[config.mk]
export PLATFORM = sky130hd
export DESIGN_NAME = stream_mux_rr
export DESIGN_NICKNAME = d
export VERILOG_FILES = /design/src/rtl/stream_mux_pkg.sv /design/src/rtl/rr_arbiter.sv /design/src/rtl/stream_mux_rr.sv
export SDC_FILE = /design/constraint.sdc
export NUM_CORES = 1
export LEC_CHECK = 0
export ABC_AREA = 1
export BUFFER_PORTS_ARGS = -buffer_cell sky130_fd_sc_hd__buf_2
export CAP_MARGIN = 20
export CORE_MARGIN = 2
export CORE_UTILIZATION = 38
export CTS_BUF_LIST = sky130_fd_sc_hd__clkbuf_16
export DETAILED_ROUTE_END_ITERATION = 12
export PLACE_DENSITY = 0.69
export SLEW_MARGIN = 20
export SYNTH_ARGS = -nofsm -noshare
export SYNTH_HDL_FRONTEND = slang
export SYNTH_HIERARCHICAL = 1
export SYNTH_SLANG_ARGS = --single-unit
[constraint.sdc]
create_clock -name clk -period 3 [get_ports clk]
set_clock_uncertainty 0.1 [all_clocks]
set_input_delay 0.15 -clock clk [delete_from_list [all_inputs] [get_ports clk]]
set_output_delay 0.15 -clock clk [all_outputs]
set_load 0.05 [all_outputs]
[src/rtl/stream_mux_pkg.sv]
// stream_mux_pkg: shared mode encodings for the round-robin stream multiplexer
package stream_mux_pkg;
  localparam logic MODE_FIXED = 1'b0;
  localparam logic MODE_RR    = 1'b1;
endpackage

[src/rtl/rr_arbiter.sv]
// rr_arbiter: round-robin grant starting one past the last-granted channel
module rr_arbiter #(
  parameter int NUM_CH = 4,
  localparam int SEL_W = $clog2(NUM_CH)
) (
  input  logic [NUM_CH-1:0] req,
  input  logic [SEL_W-1:0]  ptr,
  output logic [NUM_CH-1:0] grant,
  output logic [SEL_W-1:0]  idx
);
  logic found;
  // scan ptr+1, ptr+2, ... wrapping, and take the first requester
  always_comb begin
    grant = '0;
    idx   = '0;
    found = 1'b0;
    for (int k = 1; k <= NUM_CH; k++) begin
      if (!found && req[(int'(ptr) + k) % NUM_CH]) begin
        found = 1'b1;
        grant[(int'(ptr) + k) % NUM_CH] = 1'b1;
        idx   = SEL_W'((int'(ptr) + k) % NUM_CH);
      end
    end
  end
endmodule

[src/rtl/stream_mux_rr.sv]
// stream_mux_rr: N:1 valid/ready stream mux with fixed or round-robin select and a registered output
module stream_mux_rr
  import stream_mux_pkg::*;
#(
  parameter int NUM_CH = 4,
  parameter int WIDTH  = 8,
  localparam int SEL_W = $clog2(NUM_CH)
) (
  input  logic                    clk,
  input  logic                    rst_n,
  input  logic                    mode,
  input  logic [SEL_W-1:0]        sel,
  input  logic [NUM_CH-1:0]       in_valid,
  input  logic [NUM_CH*WIDTH-1:0] in_data,
  output logic [NUM_CH-1:0]       in_ready,
  output logic                    out_valid,
  output logic [WIDTH-1:0]        out_data,
  output logic [SEL_W-1:0]        out_ch,
  input  logic                    out_ready
);
  logic              out_valid_q, out_valid_d;
  logic [WIDTH-1:0]  out_data_q, out_data_d;
  logic [SEL_W-1:0]  out_ch_q, out_ch_d;
  logic [SEL_W-1:0]  ptr_q, ptr_d;
  logic [NUM_CH-1:0] rr_grant, fix_grant, grant;
  logic [SEL_W-1:0]  rr_idx, grant_idx;
  logic              load_en, xfer;

  rr_arbiter #(.NUM_CH(NUM_CH)) u_arb (
    .req   (in_valid),
    .ptr   (ptr_q),
    .grant (rr_grant),
    .idx   (rr_idx)
  );

  // fixed-mode grant; a select past the last channel matches nothing
  always_comb begin
    fix_grant = '0;
    for (int i = 0; i < NUM_CH; i++) fix_grant[i] = in_valid[i] && (sel == SEL_W'(i));
  end

  assign load_en   = !out_valid_q || out_ready;
  assign grant     = (mode == MODE_RR) ? rr_grant : fix_grant;
  assign grant_idx = (mode == MODE_RR) ? rr_idx : sel;
  assign in_ready  = grant & {NUM_CH{load_en}};
  assign xfer      = |in_ready;

  // load a granted beat, drain when consumed, otherwise hold
  always_comb begin
    out_valid_d = out_valid_q;
    out_data_d  = out_data_q;
    out_ch_d    = out_ch_q;
    ptr_d       = ptr_q;
    if (xfer) begin
      out_valid_d = 1'b1;
      out_data_d  = in_data[int'(grant_idx)*WIDTH +: WIDTH];
      out_ch_d    = grant_idx;
      ptr_d       = (mode == MODE_RR) ? grant_idx : ptr_q;
    end else if (out_ready) begin
      out_valid_d = 1'b0;
    end
  end

  // output stage and round-robin pointer; pointer resets so channel 0 wins first
  always_ff @(posedge clk or negedge rst_n) begin
    if (!rst_n) begin
      out_valid_q <= 1'b0;
      out_data_q  <= '0;
      out_ch_q    <= '0;
      ptr_q       <= SEL_W'(NUM_CH - 1);
    end else begin
      out_valid_q <= out_valid_d;
      out_data_q  <= out_data_d;
      out_ch_q    <= out_ch_d;
      ptr_q       <= ptr_d;
    end
  end

  assign out_valid = out_valid_q;
  assign out_data  = out_data_q;
  assign out_ch    = out_ch_q;
endmodule
==> results of run 1 <==
layer usage:
metal	share of wire (%)	global-route usage (%)
met5	0	0
met2	44	25.12
met1	51	25.84
met4	0.41	1.531
met3	5.0	2.667
timing repair:
action	4_1_cts	5_1_grt
endpoints found under the hold margin	13	0
gates resized for setup	0	0
hold buffers	1	0
critical path: stages (launching register included):
cell and delay [ns]:
dfstp_2 0.53, inv_2 0.09, ha_1 0.35, inv_1 0.16, nand2_4 0.09, a21boi_0 0.20
a21oi_1 0.09, nand3_1 0.07, inv_1 0.04, nand2_1 0.04, nand3_1 0.09, nor2_2 0.13
buf_2 0.28
area by class of cell:
class | instances | area, sq um | area share (%)
repair buffers | 61 | 320.3 | 16.48
flip-flops and latches | 13 | 327.8 | 16.87
clock inverters | 1 | 3.754 | 0.1932
well taps | 50 | 62.56 | 3.220
inverters | 38 | 150.1 | 7.727
multi-input cells | 181 | 1003 | 51.64
clock buffers | 3 | 75.07 | 3.863
Yosys cell counts (3+ instances only):
cell type   n  share of area (%)
o21ai_1     9                2.9
nor2_1     13                3.2
nand3_1    23                7.5
nand2_1    76                 19
a21oi_1     5                1.6
buf_6       3                2.2
a21boi_0    4                1.9
inv_2       4               0.97
nand2_4     5                3.7
nand3_2     4                2.6
ha_1        8                6.5
nand2_2    14                5.7
inv_1      32                7.8
o21ai_0     8                2.6
dfrtp_1    11                 18
nor2_2      3                1.2
power breakdown:
group	internal (uW)	total, uW	leakage [uW]	switching, uW
clock network	176	248	0.0000423	72.5
registers	281	337	0.000155	56.3
logic	541	1810	0.000960	1270
total	998	2390	0.00116	1400
kinds of logic after synthesis:
group	after synthesis
simple gates	142
fa+ha+maj	8
compound gates	31
flops	13
buf+inv	43
state kept, by name, indices dropped and copies added, names as in the netlist:
signal,count
out_ch,2
out_data,8
out_valid,1
ptr_q,2
final timing paths:
path / startpoint / endpoint / slack, ns / depth (start not counted)
setup / recovery: ptr_q[0]$_DFFE_PN1P_ / in_ready[3] / 0.32 / 12
hold / removal: in_data[13] / out_data[5]$_DFFE_PN0P_ / 0.17 / 5
setup reg to reg: ptr_q[0]$_DFFE_PN1P_ / out_data[6]$_DFFE_PN0P_ / 0.33 / 17
max in group asynchronous: rst_n / ptr_q[0]$_DFFE_PN1P_ / 2.30 / 2
min in group asynchronous: rst_n / out_data[6]$_DFFE_PN0P_ / 0.22 / 2
hold reg to reg: out_data[0]$_DFFE_PN0P_ / out_data[0]$_DFFE_PN0P_ / 0.37 / 2
through the flow:
step                total power (uW)  hold WS [ns]  instances
floorplan                       1854       -0.2456        237
global placement                2129      -0.04668        342
detailed placement              2146      -0.04747        342
CTS                             2402        0.1706        347
global route                    2604        0.1868        347
finish                          2393        0.1682        347
==> flow_metrics.py, run 1 <==
metrics = {
    "cts": {
        "htreeDepth": 1,
        "clock_path_buffers": 2,
        "cts_inserted_buffers": 3,
        "path_clk_slew_ns": 0.04,
        "cts-root-buf": "clkbuf_16",
        "worstSkewPairLatency_ns": 0.24,
        "post-cts-setup-buffers": 0,
        "clkSinkCount": 13,
        "cts_tree": "built",
    },
    "floorplan": {
        "initial_utilization_pct": 39.07,
        "core.rowCount": 23,
        "die_area_sq_um": 4579,
        "dieHeight_um": 67.67,
        "die_x_um": 67.67,
        "core-area_sq_um": 3943,
        "ioPinCount": 57,
    },
    "finish": {
        "final_util_pct": 49.29,
        "finish.net_count": 348,
        "nFillCells": 400,
        "drive_above_1_share_pct": 35.35,
        "mostFrequentLayoutCell": "nand2_1",
        "num_antenna_cells": 0,
        "syn2layout_area_growth_pct": 26.16,
        "most-common-layout-cells": "nand2_1 (76), buf_2 (56), inv_1 (33)",
        "post-route-cell-area_sq_um": 1943,
    },
    "critical_path": {
        "endpoint_kind": "output port",
        "critical_path.max_fanout": 10,
        "crit_type": "flop to output port",
        "arrival_ns": 2.43,
        "startpoint_type": "flop",
        "crit_required_ns": 2.75,
    },
    "sta": {
        "max-slew-margin-rel_pct": 80.68,
        "min_period_ns": 2.676,
        "maxSlewViolCount": 0,
        "setup_viol": 0,
        "tightest_slew_ns": 0.2898,
        "fin_setup_tns_ns": 0,
        "rsz0062_at_grt": "false",
        "finalCritPeriodShare_pct": 89.19,
        "fmax_mhz": 373.7,
        "setup_ws_ns": 0.3242,
        "finalHoldViolCount": 0,
    },
    "yosys": {
        "yosysSeqAreaShare_pct": 21.28,
        "synthDistinctLibCells": 27,
        "ys_warn_count": 6,
        "postSynth.asyncResetShare_pct": 100.0,
        "synth_compound_area_share_pct": 12.27,
        "yosys_register_bits": 13,
        "synth_top_family_by_area": "simple AND/OR/NAND/NOR gates",
        "synth_area_sq_um": 1540,
        "yosys.area_share.adder_pct": 6.499,
        "yosys.area_share.simple_pct": 46.39,
        "synth_cells": 237,
        "synthMuxAreaShare_pct": 0,
        "synth-xor-area-share_pct": 0,
        "synth_nets": 287,
        "synth_edf_count": 0,
        "avgSynthCellArea_sq_um": 6.499,
        "synth_ff_type": "dfrtp_1",
    },
    "run_status": {
        "status": "finished clean",
    },
    "routing": {
        "dr.pass1.iters": 4,
        "postRouteAntennaNets": 0,
        "routedWlPerCell_um": 10.61,
        "vias": 1561,
        "via_per_inst": 4.499,
        "drt_first_iter_violations": 35,
        "drt-total-wl_um": 3680,
        "remaining_drc_errors": 0,
    },
    "hold_path": {
        "hp-class": "primary input to flop",
    },
    "grt": {
        "grt.overflow.total": 0,
        "grt_start_max_net_pins": 19,
        "antenna_found_initial": 0,
        "grt_usage_pct": 16.75,
        "grt_pass1_vias": 1328,
        "grt_pass1_wl_um": 6009,
    },
    "run": {
        "drv_cap": 0,
    },
    "placed_design": {
        "io_buffers": 56,
        "dp_slack_ns": 0.3366,
        "placedInstanceArea_sq_um": 1854,
        "gp_congestion": 0.9082,
        "hpwl_um": 3040,
    },
    "power_and_ir_drop": {
        "ir_drop_v": 0.0003552,
        "power_density_nw_per_um2": 1232,
        "p_leak_uw": 0.001157,
    },
}
Power figures use the tool's default switching activity.
==> inputs of run 2 (changes only) <==
- CORE_ASPECT_RATIO: unset -> 0.8
==> flow_metrics.py, run 2 (synthesis gave the netlist of run 1 again) <==
metrics = {
    "run_status": {
        "status": "finished clean",
    },
    "routing": {
        "dr.pass1.iters": 6,
        "vias": 1591,
        "drt_first_iter_violations": 64,
        "drt-total-wl_um": 3863,
        "remaining_drc_errors": 0,
        "via_per_inst": 4.520,
        "routedWlPerCell_um": 10.97,
        "postRouteAntennaNets": 0,
    },
    "finish": {
        "syn2layout_area_growth_pct": 26.73,
        "mostFrequentLayoutCell": "nand2_1",
        "most-common-layout-cells": "nand2_1 (76), buf_2 (56), inv_1 (33)",
        "largest_reg_flops": 8,
        "num_antenna_cells": 0,
        "final_util_pct": 50.65,
        "nFillCells": 411,
        "drive_above_1_share_pct": 35.35,
        "finish.net_count": 348,
        "post-route-cell-area_sq_um": 1952,
    },
    "floorplan": {
        "ioPinCount": 57,
        "core-area_sq_um": 3854,
        "initial_utilization_pct": 39.97,
        "die_x_um": 75.18,
        "core.rowCount": 20,
        "die_area_sq_um": 4582,
        "dieHeight_um": 60.95,
    },
    "sta": {
        "fmax_mhz": 375.6,
        "max-slew-margin-rel_pct": 80.03,
        "tightest_slew_ns": 0.2996,
        "fin_setup_tns_ns": 0,
        "finalCritPeriodShare_pct": 88.74,
        "setup_ws_ns": 0.3377,
        "setup_viol": 0,
        "finalHoldViolCount": 0,
        "rsz0062_at_grt": "false",
        "maxSlewViolCount": 0,
        "min_period_ns": 2.662,
    },
    "placed_design": {
        "placedInstanceArea_sq_um": 1861,
        "gp_congestion": 0.9051,
        "hpwl_um": 3156,
        "io_buffers": 56,
        "dp_slack_ns": 0.3584,
    },
    "critical_path": {
        "crit_path_cell_trace": "inv_2 -> ha_1 -> inv_1 -> nand2_1 -> nand2_2 -> nor2_4 -> nand3_1 -> nand3_1 -> inv_1 -> nand2_1 -> nand3_1 -> nor2_2 -> buf_2",
        "crit_required_ns": 2.75,
        "startpoint_type": "flop",
        "max_stage_delay_ns": 0.53,
        "critPathMostFrequentCell": "nand3_1",
        "crit_type": "flop to output port",
        "critical_path.max_fanout": 10,
        "path_delay_family": "simple AND/OR/NAND/NOR gates",
        "crit_buf_inv": 4,
        "cp_slowest_cell": "dfstp_2",
        "endpoint_kind": "output port",
        "arrival_ns": 2.41,
    },
    "cts": {
        "cts-root-buf": "clkbuf_16",
        "clkSinkCount": 13,
        "worstSkewPairLatency_ns": 0.24,
        "cts_tree": "built",
        "htreeDepth": 1,
        "cts_inserted_buffers": 3,
        "clock_path_buffers": 2,
        "path_clk_slew_ns": 0.05,
    },
    "power_and_ir_drop": {
        "ir_drop_v": 0.0003787,
        "p_leak_uw": 0.001157,
        "power_density_nw_per_um2": 1232,
    },
    "grt": {
        "antenna_found_initial": 0,
        "grt.overflow.total": 0,
        "grt_pass1_wl_um": 6548,
        "grt_usage_pct": 18.34,
        "grt_pass1_vias": 1379,
        "grt_start_max_net_pins": 19,
    },
    "run": {
        "drv_cap": 0,
    },
    "hold_path": {
        "hp-class": "primary input to flop",
    },
}
run 2: changes by cell type in the layout (fill, tap and decap cells not counted):
cell | before | now
inv_2 | 4 | 3
inv_4 | 1 | 2
run 2: final timing paths:
path | from | endpoint | slack, ns | depth (start not counted)
setup reg to reg | ptr_q[0]$_DFFE_PN1P_ | out_data[7]$_DFFE_PN0P_ | 0.35 | 17
min in group asynchronous | rst_n | out_data[4]$_DFFE_PN0P_ | 0.24 | 2
hold reg to reg | out_ch[0]$_DFFE_PN0P_ | out_ch[0]$_DFFE_PN0P_ | 0.37 | 2
setup / recovery | ptr_q[0]$_DFFE_PN1P_ | in_ready[3] | 0.34 | 13
max in group asynchronous | rst_n | ptr_q[0]$_DFFE_PN1P_ | 2.28 | 2
hold / removal | mode | ptr_q[1]$_DFFE_PN1P_ | 0.17 | 3
run 2: layout make-up:
| cell class | instances | area (sq um) | area share [%] |
|---|---|---|---|
| Clock buffer | 3 | 75.07 | 3.846 |
| Multi-Input combinational cell | 181 | 1003 | 51.41 |
| Sequential cell | 13 | 327.8 | 16.79 |
| Timing Repair Buffer | 61 | 320.3 | 16.41 |
| Inverter | 38 | 152.6 | 7.821 |
| Tap cell | 55 | 68.82 | 3.526 |
| Clock inverter | 1 | 3.754 | 0.1923 |
run 2: where the power goes:
group | switching, uW | total (uW) | internal [uW]
Sequential | 51.4 | 332 | 281
Clock | 70.1 | 246 | 175
Combinational | 1280 | 1830 | 544
run 2: metrics by stage:
stage,total power [uW],std cells,hold slack [ns]
finish,2406,352,0.1684
global route,2644,352,0.1814
CTS,2402,352,0.1692
detailed placement,2146,347,-0.04869
global placement,2137,347,-0.04711
floorplan,1854,237,-0.2456
run 2: worst reg2reg max path, stage by stage (launching register included):
cell and delay [ns]:
dfstp_2 0.53, inv_2 0.09, ha_1 0.35, inv_1 0.16, nand2_4 0.09, nand2_4 0.09
clkinv_4 0.07, nand2_1 0.05, nor2_1 0.05, a21oi_2 0.15, nor2_2 0.09, nor2_8 0.22
inv_4 0.12, nand2_1 0.08, nand3_1 0.06, o21ai_1 0.12, nand2_1 0.08, nand2_1 0.07
run 2: what timing repair did:
item	CTS	global route
setup endpoints to repair	0	1
hold endpoints to repair	13	0
resized for setup	0	2
buffers inserted	0	0
hold buffers	1	0
run 2: metal layers:
| layer | wire [um] | global-route usage [%] | vias up |
|---|---|---|---|
| met4 | 0 | 1.504 | 0 |
| li1 | - | - | 860 |
| met2 | 1599 | 25.06 | 43 |
| met3 | 186 | 2.658 | 0 |
| met1 | 2077 | 30.85 | 688 |
| met5 | 0 | 0 | - |
==> inputs of run 3 (changes only) <==
- SYNTH_HIERARCHICAL: 1 -> unset
==> flow_metrics.py, run 3 <==
metrics = {
    "grt": {
        "grt_pass1_wl_um": 6706,
        "grt_start_max_net_pins": 19,
        "grt_pass1_vias": 1497,
        "grt_usage_pct": 19.09,
        "grt.overflow.total": 0,
        "antenna_found_initial": 0,
    },
    "yosys": {
        "synth-xor-area-share_pct": 0,
        "synth_cells": 231,
        "synth_top_area_share_pct": 17.67,
        "yosysSeqAreaShare_pct": 21.04,
        "synth_nets": 281,
        "synth_area_sq_um": 1558,
        "synthMuxAreaShare_pct": 0,
        "yosys.area.top_type": "dfrtp_1",
        "postSynth.asyncResetShare_pct": 100.0,
        "yosysMostFrequentCell": "nand2_1",
        "synth_compound_area_share_pct": 5.703,
        "synth_top_family_by_area": "simple AND/OR/NAND/NOR gates",
        "yosys.area_share.adder_pct": 6.426,
        "ys_warn_count": 0,
        "synthTopCellsByArea": "dfrtp_1 (18%), nand2_1 (16%), nand3_1 (14%)",
        "synthTopCellsByCount": "nand2_1 (68), nand3_1 (44), inv_1 (24), nand2_2 (17), dfrtp_1 (11)",
        "synth_ff_type": "dfrtp_1",
        "synth_edf_count": 0,
        "yosys_register_bits": 13,
        "synthDistinctLibCells": 28,
        "yosys.area_share.simple_pct": 55.26,
        "avgSynthCellArea_sq_um": 6.743,
    },
    "cts": {
        "clkSinkCount": 13,
        "worstSkewPairLatency_ns": 0.24,
        "post-cts-setup-buffers": 0,
        "ctsResizeCount": 0,
        "clock_path_buffers": 2,
        "cts_inserted_buffers": 3,
        "path_clk_slew_ns": 0.05,
        "cts-root-buf": "clkbuf_16",
        "cts_tree": "built",
        "htreeDepth": 1,
    },
    "sta": {
        "finalHoldViolCount": 0,
        "max-slew-margin-rel_pct": 71.90,
        "setup_ws_ns": 0.1978,
        "tightest_slew_ns": 0.4200,
        "holdWs_ns": 0.1011,
        "setup_viol": 0,
        "fin_setup_tns_ns": 0,
        "min_period_ns": 2.802,
        "maxSlewViolCount": 0,
        "rsz0062_at_grt": "false",
        "fmax_mhz": 356.9,
        "finalCritPeriodShare_pct": 93.41,
    },
    "placed_design": {
        "dp_slack_ns": 0.2478,
        "io_buffers": 56,
        "gp_congestion": 0.9231,
        "hpwl_um": 3233,
        "placedInstanceArea_sq_um": 1843,
    },
    "finish": {
        "drive_above_1_share_pct": 35.66,
        "mostFrequentLayoutCell": "nand2_1",
        "post-route-cell-area_sq_um": 1932,
        "num_antenna_cells": 0,
        "syn2layout_area_growth_pct": 24.02,
        "finish.net_count": 337,
        "largest_reg_flops": 8,
        "most-common-layout-cells": "nand2_1 (68), buf_2 (56), nand3_1 (44)",
    },
    "floorplan": {
        "initial_utilization_pct": 40.42,
        "dieHeight_um": 61.27,
        "core.rowCount": 20,
        "die_area_sq_um": 4631,
        "core-area_sq_um": 3854,
        "ioPinCount": 57,
        "die_x_um": 75.59,
    },
    "critical_path": {
        "endpoint_kind": "output port",
        "arrival_ns": 2.55,
        "crit_type": "flop to output port",
        "startpoint_type": "flop",
        "r2r_slack_ns": 0.24,
        "rr_worst_depth": 15,
        "critical_path.max_fanout": 10,
        "crit_path_start": "ptr_q[1]$_DFFE_PN1P_",
        "timing.rr.start": "ptr_q[1]$_DFFE_PN1P_",
        "regToRegEndpoint": "out_data[1]$_DFFE_PN0P_",
        "crit_required_ns": 2.75,
    },
    "routing": {
        "dr.pass1.iters": 4,
        "remaining_drc_errors": 0,
        "drt_first_iter_violations": 68,
        "via_per_inst": 4.795,
        "routedWlPerCell_um": 12.02,
        "vias": 1635,
        "postRouteAntennaNets": 0,
        "drt-total-wl_um": 4099,
    },
    "hold_path": {
        "hold-path-cell-count": 4,
        "holdPathEnd": "out_valid$_DFFE_PN0P_",
        "hp-start": "out_ready",
        "hp-class": "primary input to flop",
    },
    "power_and_ir_drop": {
        "power_density_nw_per_um2": 1198,
        "ir_drop_v": 0.0004861,
        "p_leak_uw": 0.001091,
        "finalPower_uw": 2314,
    },
    "run": {
        "drv_cap": 0,
    },
    "run_status": {
        "status": "finished clean",
    },
}
[run 3: where the power goes]
group	internal [uW]	switching (uW)
clock network	176	72.4
registers	281	79.3
logic	481	1220
[run 3: how the worst max path moves through the flow]
stage                                   end  slack [ns]
floorplan           out_data[0]$_DFFE_PN0P_        0.62
global placement    out_data[1]$_DFFE_PN0P_        0.32
detailed placement  out_data[1]$_DFFE_PN0P_        0.25
CTS                             in_ready[2]        0.22
global route                    in_ready[3]       0.003
finish                          in_ready[2]        0.20
[run 3: layout make-up]
| cell class | instances | area (sq um) |
|---|---|---|
| Clock inverter | 1 | 3.754 |
| Fill cell | 421 | 1922 |
| Tap cell | 55 | 68.82 |
| Timing Repair Buffer | 57 | 290.3 |
| Sequential cell | 13 | 327.8 |
| Multi-Input combinational cell | 183 | 1050 |
| Inverter | 29 | 116.4 |
| Clock buffer | 3 | 75.07 |
[run 3: what timing repair did]
action / CTS / global route
setup endpoints to repair: 0 / 0
hold endpoints to repair: 13 / 0
hold buffers: 1 / 0
[run 3: metrics by stage]
stage                     utilization (%)  cells
after floorplan                         -    231
after global placement              47.82    336
after detailed placement            47.82    336
after CTS                           50.13    341
after global routing                50.13    341
final                               50.13    341
[run 3: kinds of logic after synthesis]
logic type | Yosys count
adder cells (fa/ha/maj) | 8
flip-flops | 13
AND/OR/NAND/NOR | 161
buffers and inverters | 35
AO/OA/AOI/OAI | 14
[run 3: routing by layer]
| layer | part of all wire, % | global-route usage (%) | vias to the layer above | routed length [um] |
|---|---|---|---|---|
| met3 | 7.9 | 5.728 | 5 | 323 |
| li1 | - | - | 848 | - |
| met2 | 42 | 28.70 | 56 | 1741 |
| met4 | 0.81 | 4.010 | 0 | 33 |
| met1 | 49 | 27.28 | 726 | 2000 |
| met5 | 0 | 0 | - | 0 |
[run 3: worst max-delay path: stages (launching register included)]
cell and delay (ns):
dfstp_2 0.63, inv_1 0.17, ha_1 0.36, inv_1 0.07
nand3_1 0.11, nand2_2 0.12, nor2_2 0.25, nand3_1 0.11
nand3_1 0.11, nand2_2 0.08, inv_1 0.06, buf_2 0.25
